==> config.mk <==
export PLATFORM = sky130hd
export DESIGN_NAME = i2c_slave_core
export DESIGN_NICKNAME = d
export VERILOG_FILES = /design/src/rtl/i2c_slave_core.sv
export SDC_FILE = /design/constraint.sdc
export NUM_CORES = 1
export LEC_CHECK = 0
export BUFFER_PORTS_ARGS = -buffer_cell sky130_fd_sc_hd__buf_2
export CAP_MARGIN = 0
export CORE_ASPECT_RATIO = 1.2
export CORE_UTILIZATION = 46
export CTS_BUF_LIST = sky130_fd_sc_hd__clkbuf_4 sky130_fd_sc_hd__clkbuf_8
export DETAILED_ROUTE_END_ITERATION = 10
export PLACE_DENSITY_LB_ADDON = 0.12
export SYNTH_ARGS = -nofsm -noshare
export SYNTH_HDL_FRONTEND = slang
export SYNTH_SLANG_ARGS = --single-unit
==> constraint.sdc <==
create_clock -name clk -period 3 [get_ports clk]
set_input_delay 0.45 -clock clk [delete_from_list [all_inputs] [get_ports clk]]
set_output_delay 0.45 -clock clk [all_outputs]
set_load 0.02 [all_outputs]
==> src/rtl/i2c_slave_core.sv <==
// rtl/i2c_slave_core.sv - I2C target core: address match, byte-level user interface, SCL stretching
//
// Ports:
//   clk, reset           system clock (>= 8x SCL), synchronous active-high reset
//   scl_in, sda_in       bus pin levels
//   scl_out, sda_out     open-drain controls: 1 releases the line, 0 pulls it low
//   busy                 bus activity seen between START and STOP
//   addressed            this target has been selected and not yet deselected
//   rx_valid/rx_data     one-clk strobe with a received write byte
//   rx_first             qualifies rx_valid: first data byte after the address
//   tx_req               one-clk strobe asking the user for the next read byte
//   tx_valid/tx_data     user read byte, accepted only while a request is pending
//   tx_nack              one-clk strobe when the master NACKs a read byte
module i2c_slave_core #(
  parameter logic [6:0] SLAVE_ADDR  = 7'h50,
  parameter int         SYNC_STAGES = 2
) (
  input  logic       clk,
  input  logic       reset,
  input  logic       scl_in,
  input  logic       sda_in,
  output logic       scl_out,
  output logic       sda_out,
  output logic       busy,
  output logic       addressed,
  output logic       rx_valid,
  output logic [7:0] rx_data,
  output logic       rx_first,
  output logic       tx_req,
  input  logic       tx_valid,
  input  logic [7:0] tx_data,
  output logic       tx_nack
);

  // Fewer than two synchronizer flops is never safe, so clamp the depth.
  localparam int NSYNC = (SYNC_STAGES < 2) ? 2 : SYNC_STAGES;

  localparam logic [3:0] ST_IDLE     = 4'd0;
  localparam logic [3:0] ST_ADDR     = 4'd1;
  localparam logic [3:0] ST_ADDR_ACK = 4'd2;
  localparam logic [3:0] ST_WR_DATA  = 4'd3;
  localparam logic [3:0] ST_WR_ACK   = 4'd4;
  localparam logic [3:0] ST_RD_LOAD  = 4'd5;
  localparam logic [3:0] ST_RD_DATA  = 4'd6;
  localparam logic [3:0] ST_RD_ACK   = 4'd7;
  localparam logic [3:0] ST_IGNORE   = 4'd8;

  // ------------------------------------------------------------------
  // Input synchronizers plus one extra register for edge detection.
  // Both lines get identical latency so START/STOP ordering is kept.
  // ------------------------------------------------------------------
  logic [NSYNC-1:0] scl_sync;
  logic [NSYNC-1:0] sda_sync;
  logic             scl_d;
  logic             sda_d;
  logic             s_scl;
  logic             s_sda;

  always_ff @(posedge clk) begin
    if (reset) begin
      // An idle bus floats high; resetting to 1 avoids phantom edges.
      scl_sync <= '1;
      sda_sync <= '1;
      scl_d    <= 1'b1;
      sda_d    <= 1'b1;
    end else begin
      scl_sync <= {scl_sync[NSYNC-2:0], scl_in};
      sda_sync <= {sda_sync[NSYNC-2:0], sda_in};
      scl_d    <= s_scl;
      sda_d    <= s_sda;
    end
  end

  assign s_scl = scl_sync[NSYNC-1];
  assign s_sda = sda_sync[NSYNC-1];

  logic scl_rise;
  logic scl_fall;
  logic start_det;
  logic stop_det;

  assign scl_rise  =  s_scl & ~scl_d;
  assign scl_fall  = ~s_scl &  scl_d;
  assign start_det =  s_scl & sda_d & ~s_sda;
  assign stop_det  =  s_scl & ~sda_d & s_sda;

  // ------------------------------------------------------------------
  // Protocol FSM
  // ------------------------------------------------------------------
  logic [3:0] state;
  logic [3:0] bit_cnt;     // bits shifted in/out of the current byte
  logic [7:0] shift_reg;   // receive shifter (address and write data)
  logic [7:0] tx_shift;    // remaining read bits, next one in [7]
  logic       rw_bit;      // R/W bit captured with the address
  logic       first_byte;  // next completed write byte is the first
  logic       tx_loaded;   // read byte accepted, release SCL next clk

  always_ff @(posedge clk) begin
    if (reset) begin
      state      <= ST_IDLE;
      bit_cnt    <= 4'd0;
      shift_reg  <= 8'h00;
      tx_shift   <= 8'h00;
      rw_bit     <= 1'b0;
      first_byte <= 1'b0;
      tx_loaded  <= 1'b0;
      scl_out    <= 1'b1;
      sda_out    <= 1'b1;
      busy       <= 1'b0;
      addressed  <= 1'b0;
      rx_valid   <= 1'b0;
      rx_data    <= 8'h00;
      rx_first   <= 1'b0;
      tx_req     <= 1'b0;
      tx_nack    <= 1'b0;
    end else begin
      // Strobes default low; each is raised for exactly one clk below.
      rx_valid <= 1'b0;
      rx_first <= 1'b0;
      tx_req   <= 1'b0;
      tx_nack  <= 1'b0;

      if (start_det) begin
        // START or repeated START: any partial byte is simply dropped.
        state     <= ST_ADDR;
        bit_cnt   <= 4'd0;
        tx_loaded <= 1'b0;
        sda_out   <= 1'b1;
        scl_out   <= 1'b1;
        busy      <= 1'b1;
        addressed <= 1'b0;
      end else if (stop_det) begin
        state     <= ST_IDLE;
        bit_cnt   <= 4'd0;
        tx_loaded <= 1'b0;
        sda_out   <= 1'b1;
        scl_out   <= 1'b1;
        busy      <= 1'b0;
        addressed <= 1'b0;
      end else begin
        case (state)
          ST_ADDR: begin
            // The SCL fall right after START arrives with bit_cnt=0 and
            // is ignored; only the fall after the 8th bit acts.
            if (scl_rise && bit_cnt != 4'd8) begin
              shift_reg <= {shift_reg[6:0], s_sda};
              bit_cnt   <= bit_cnt + 4'd1;
            end else if (scl_fall && bit_cnt == 4'd8) begin
              if (shift_reg[7:1] == SLAVE_ADDR) begin
                sda_out   <= 1'b0;
                addressed <= 1'b1;
                rw_bit    <= shift_reg[0];
                state     <= ST_ADDR_ACK;
              end else begin
                state <= ST_IGNORE;
              end
            end
          end

          ST_ADDR_ACK: begin
            if (scl_fall) begin
              sda_out <= 1'b1;
              bit_cnt <= 4'd0;
              if (rw_bit) begin
                // Master reads: ask for data and hold SCL low meanwhile.
                state     <= ST_RD_LOAD;
                tx_req    <= 1'b1;
                scl_out   <= 1'b0;
                tx_loaded <= 1'b0;
              end else begin
                state      <= ST_WR_DATA;
                first_byte <= 1'b1;
              end
            end
          end

          ST_WR_DATA: begin
            if (scl_rise && bit_cnt != 4'd8) begin
              shift_reg <= {shift_reg[6:0], s_sda};
              bit_cnt   <= bit_cnt + 4'd1;
              if (bit_cnt == 4'd7) begin
                rx_valid   <= 1'b1;
                rx_data    <= {shift_reg[6:0], s_sda};
                rx_first   <= first_byte;
                first_byte <= 1'b0;
              end
            end else if (scl_fall && bit_cnt == 4'd8) begin
              sda_out <= 1'b0;
              state   <= ST_WR_ACK;
            end
          end

          ST_WR_ACK: begin
            if (scl_fall) begin
              sda_out <= 1'b1;
              bit_cnt <= 4'd0;
              state   <= ST_WR_DATA;
            end
          end

          ST_RD_LOAD: begin
            // SCL stays low here, so driving the MSB now is legal; the
            // extra clk before release gives SDA setup time.
            if (tx_loaded) begin
              scl_out <= 1'b1;
              state   <= ST_RD_DATA;
            end else if (tx_valid) begin
              tx_shift  <= {tx_data[6:0], 1'b0};
              sda_out   <= tx_data[7];
              tx_loaded <= 1'b1;
              bit_cnt   <= 4'd1;
            end
          end

          ST_RD_DATA: begin
            if (scl_fall) begin
              if (bit_cnt == 4'd8) begin
                sda_out <= 1'b1;
                bit_cnt <= 4'd0;
                state   <= ST_RD_ACK;
              end else begin
                sda_out  <= tx_shift[7];
                tx_shift <= {tx_shift[6:0], 1'b0};
                bit_cnt  <= bit_cnt + 4'd1;
              end
            end
          end

          ST_RD_ACK: begin
            // bit_cnt=1 marks an ACK already sampled in this slot.
            if (scl_rise && bit_cnt == 4'd0) begin
              if (s_sda) begin
                tx_nack   <= 1'b1;
                addressed <= 1'b0;
                state     <= ST_IGNORE;
              end else begin
                bit_cnt <= 4'd1;
              end
            end else if (scl_fall && bit_cnt == 4'd1) begin
              bit_cnt   <= 4'd0;
              state     <= ST_RD_LOAD;
              tx_req    <= 1'b1;
              scl_out   <= 1'b0;
              tx_loaded <= 1'b0;
            end
          end

          default: begin
            // IDLE, IGNORE: hands off the bus until START or STOP.
            sda_out <= 1'b1;
            scl_out <= 1'b1;
          end
        endcase
      end
    end
  end

endmodule

==> qor.yml <==
run:
  maxCapViolCount: 0
worst_setup_path:
  crit_required_ns: 3.21
  r2r_start: "state[2]$_SDFFE_PP0P_"
  rr_worst_depth: 5
  worstPathArrival_ns: 2.41
  critPathKind: "flop to flop"
  startpoint_type: "flop"
  crit_end: "bit_cnt[3]$_SDFFE_PP0P_"
  rr_endpoint: "bit_cnt[3]$_SDFFE_PP0P_"
  cp-startpoint: "state[2]$_SDFFE_PP0P_"
  end_kind: "flop"
  worstPathMaxFanout: 18
  reg2reg_slack_ns: 0.79
detailed_routing:
  num_vias: 2003
  drc: 0
  totalWireLength_mm: 5.39
  ant_nets: 0
  avgRoutedWirePerCell_um: 15.0
  drt_iter0_drc: 203
  firstDrtPassIters: 4
  vias_per_cell: 5.59
floorplan:
  start_util_pct: 47.7
  die_y_um: 82.9
  core-area_um2: 5260
  die_w_um: 69.4
  row_count: 29
  die-area_um2: 5750
  io_pins: 29
grt:
  antenna_found_initial: 0
  grt_max_degree: 35
  grt_pass1_vias: 1855
  grt_pass1_wl_mm: 9.14
  track_usage_pct: 19.8
  overflow: 0
synthesis:
  synth_flop_cell: "dfxtp_1"
  async_flop_share_pct: 0
  synth.distinct_cells: 65
  syn_inst: 277
  ys_ff_latch: 48
  synth-edff-count: 0
  ys_seq_area_share_pct: 38.3
  ys_warn_count: 0
  synth_fp_nets: 293
  avgSynthCellArea_um2: 9.06
  syn-cell-area_um2: 2510
layout:
  multiInputGateArea_um2: 1420
  n_antenna_cell: 0
  nets: 311
  drive_gt1_share_pct: 20.3
  stdcell_count: 358
  seq_area_um2: 961
  fill_cells: 491
  area_growth_pct: 9.58
clocking:
  cts.path.max_buffers: 2
  h-tree-depth: 2
  clock_latency_ns: 0.30
  cts-resized-gates: 0
  cts_hold_buf: 0
  cts.sinks: 48
  cts_setup_buffers: 0
  clk_pin_slew_ns: 0.09
  cts_tree: "done"
  cts_inserted_buffers: 5
  cts_root_buf: "clkbuf_8"
timing:
  timing.hold.ws_ns: 0.327
  max_freq_mhz: 453
  finClkSkew_ns: 0.00737
  finalCritPeriodShare_pct: 73.7
  finalHoldViolations: 0
  finalMaxSlewViolations: 0
  worst_pin_slew_ns: 0.699
  max_slew_margin_pct: 53.4
  finalSetupViolations: 0
  rsz0062_at_grt: "false"
  min_period_ns: 2.21
  final.setup.tns_ns: 0
power_and_ir_drop:
  ir_drop_mv: 0.327
  powerDensity_nw_per_um2: 404
  power_leakage_nw: 1.12
  power.total_mw: 1.11
placed_design:
  gp_congestion: 0.863
  hpwl_mm: 3.81
  port_buffers: 28
  dp_cells: 350
status:
  status: "finished, final reports clean"
worst_hold_path:
  hold_path_class: "input pin to flop"
[area by class of cell]
class	instances	area share [%]
Clock buffer	7	3.28
Clock inverter	1	0.273
Inverter	11	1.50
Multi-Input combinational cell	200	51.8
Sequential cell	48	35.0
Tap cell	62	2.82
Timing Repair Buffer	29	5.37
[worst max-delay path: stages (launching register included)]
cell and delay [ns]:
dfxtp_1 0.68, nor2b_1 0.49, a311o_1 0.25, o211ai_4 0.11, or2_1 0.27, o41ai_1 0.31
[per-stage QoR]
step / setup slack, ns / cell area (um^2) / util [%]
after floorplan: 1.01 / 2510 / -
after global placement: 0.845 / 2650 / 50.4
after detailed placement: 0.835 / 2650 / 50.4
after CTS: 0.817 / 2750 / 52.2
after global routing: 0.617 / 2750 / 52.2
final: 0.790 / 2750 / 52.2
[cell usage after synthesis (all sizes together), types with 3 or more instances]
| library cell | n | area share [%] |
|---|---|---|
| o21ai | 7 | 1.4 |
| inv | 11 | 1.6 |
| a21oi | 12 | 2.4 |
| ha | 3 | 1.5 |
| nand2b | 6 | 1.8 |
| nor2 | 40 | 6.0 |
| nor4b | 3 | 1.3 |
| clkbuf | 10 | 1.5 |
| o311ai | 4 | 1.4 |
| buf | 8 | 1.8 |
| a31oi | 6 | 1.5 |
| dfxtp | 48 | 38 |
| nor2b | 5 | 1.2 |
| mux2 | 6 | 2.7 |
| nand3 | 5 | 1.2 |
| a211oi | 3 | 0.90 |
| mux2i | 27 | 11 |
| nor3 | 4 | 1.2 |
| o211ai | 3 | 1.4 |
| nand2 | 16 | 2.4 |
| o41ai | 4 | 2.1 |
| or4 | 3 | 0.90 |
| or2 | 7 | 1.7 |
[routing by layer]
metal  up-vias  share of wire, %  global-route usage (%)  routed length [um]
li1       1026                 -                       -                   -
met4         0               2.7                    10.6                 146
met2        44                47                    30.8                2550
met3        12               3.6                    4.00                 194
met5         -                 0                       0                   0
met1       921                46                    25.7                2500
[worst min-delay path by stage]
| stage | start | depth (start not counted) | end | slack (ns) |
|---|---|---|---|---|
| 2_1_floorplan | scl_sync[0]$_SDFF_PP1_ | 1 | scl_sync[1]$_SDFF_PP1_ | 0.39 |
| 3_3_place_gp | sda_sync[0]$_SDFF_PP1_ | 1 | sda_sync[1]$_SDFF_PP1_ | 0.39 |
| 3_5_place_dp | sda_sync[0]$_SDFF_PP1_ | 1 | sda_sync[1]$_SDFF_PP1_ | 0.39 |
| 4_1_cts | sda_in | 2 | sda_sync[0]$_SDFF_PP1_ | 0.32 |
| 5_1_grt | sda_in | 2 | sda_sync[0]$_SDFF_PP1_ | 0.31 |
| 6_report | sda_in | 2 | sda_sync[0]$_SDFF_PP1_ | 0.33 |
[placed cells by master, fill, tap and decap left out, types with 2 or more instances in the layout]
cell | synthesis | routed
dfxtp_1 | 48 | 48
nor2_1 | 40 | 40
buf_2 | 6 | 28
mux2i_1 | 27 | 27
nand2_1 | 16 | 16
a21oi_1 | 12 | 12
inv_1 | 11 | 11
o21ai_0 | 6 | 6
a31oi_1 | 6 | 6
mux2_2 | 6 | 6
clkbuf_8 | 0 | 6
nor2b_1 | 5 | 5
nand2b_1 | 5 | 5
or2_2 | 5 | 5
nand3_1 | 4 | 4
nor3_1 | 3 | 3
o41ai_1 | 3 | 3
or4_1 | 3 | 3
a211oi_1 | 3 | 3
ha_1 | 3 | 3
nor4b_1 | 2 | 2
o311ai_1 | 2 | 2
o311ai_0 | 2 | 2
and3b_1 | 2 | 2
a22o_1 | 2 | 2
nand3b_1 | 2 | 2
nor4_1 | 2 | 2
or2_1 | 2 | 2
o211ai_1 | 2 | 2
[cells by family (layout without fill, tap and decap cells)]
kind of cell,count (synthesis),after routing,synth area share [%]
compound gates,54,54,16.7
xor+xnor,2,2,0.698
fa+ha+maj,3,3,1.50
buf+inv,29,48,4.94
flops,48,48,38.3
mux,33,33,13.5
simple gates,108,108,24.4
[where the power goes]
group	internal, mW	switching, mW	leakage [nW]
logic	0.0217	0.0315	0.685
clock network	0.197	0.215	0.0479
registers	0.641	0.00621	0.388
Power figures use the tool's default switching activity.
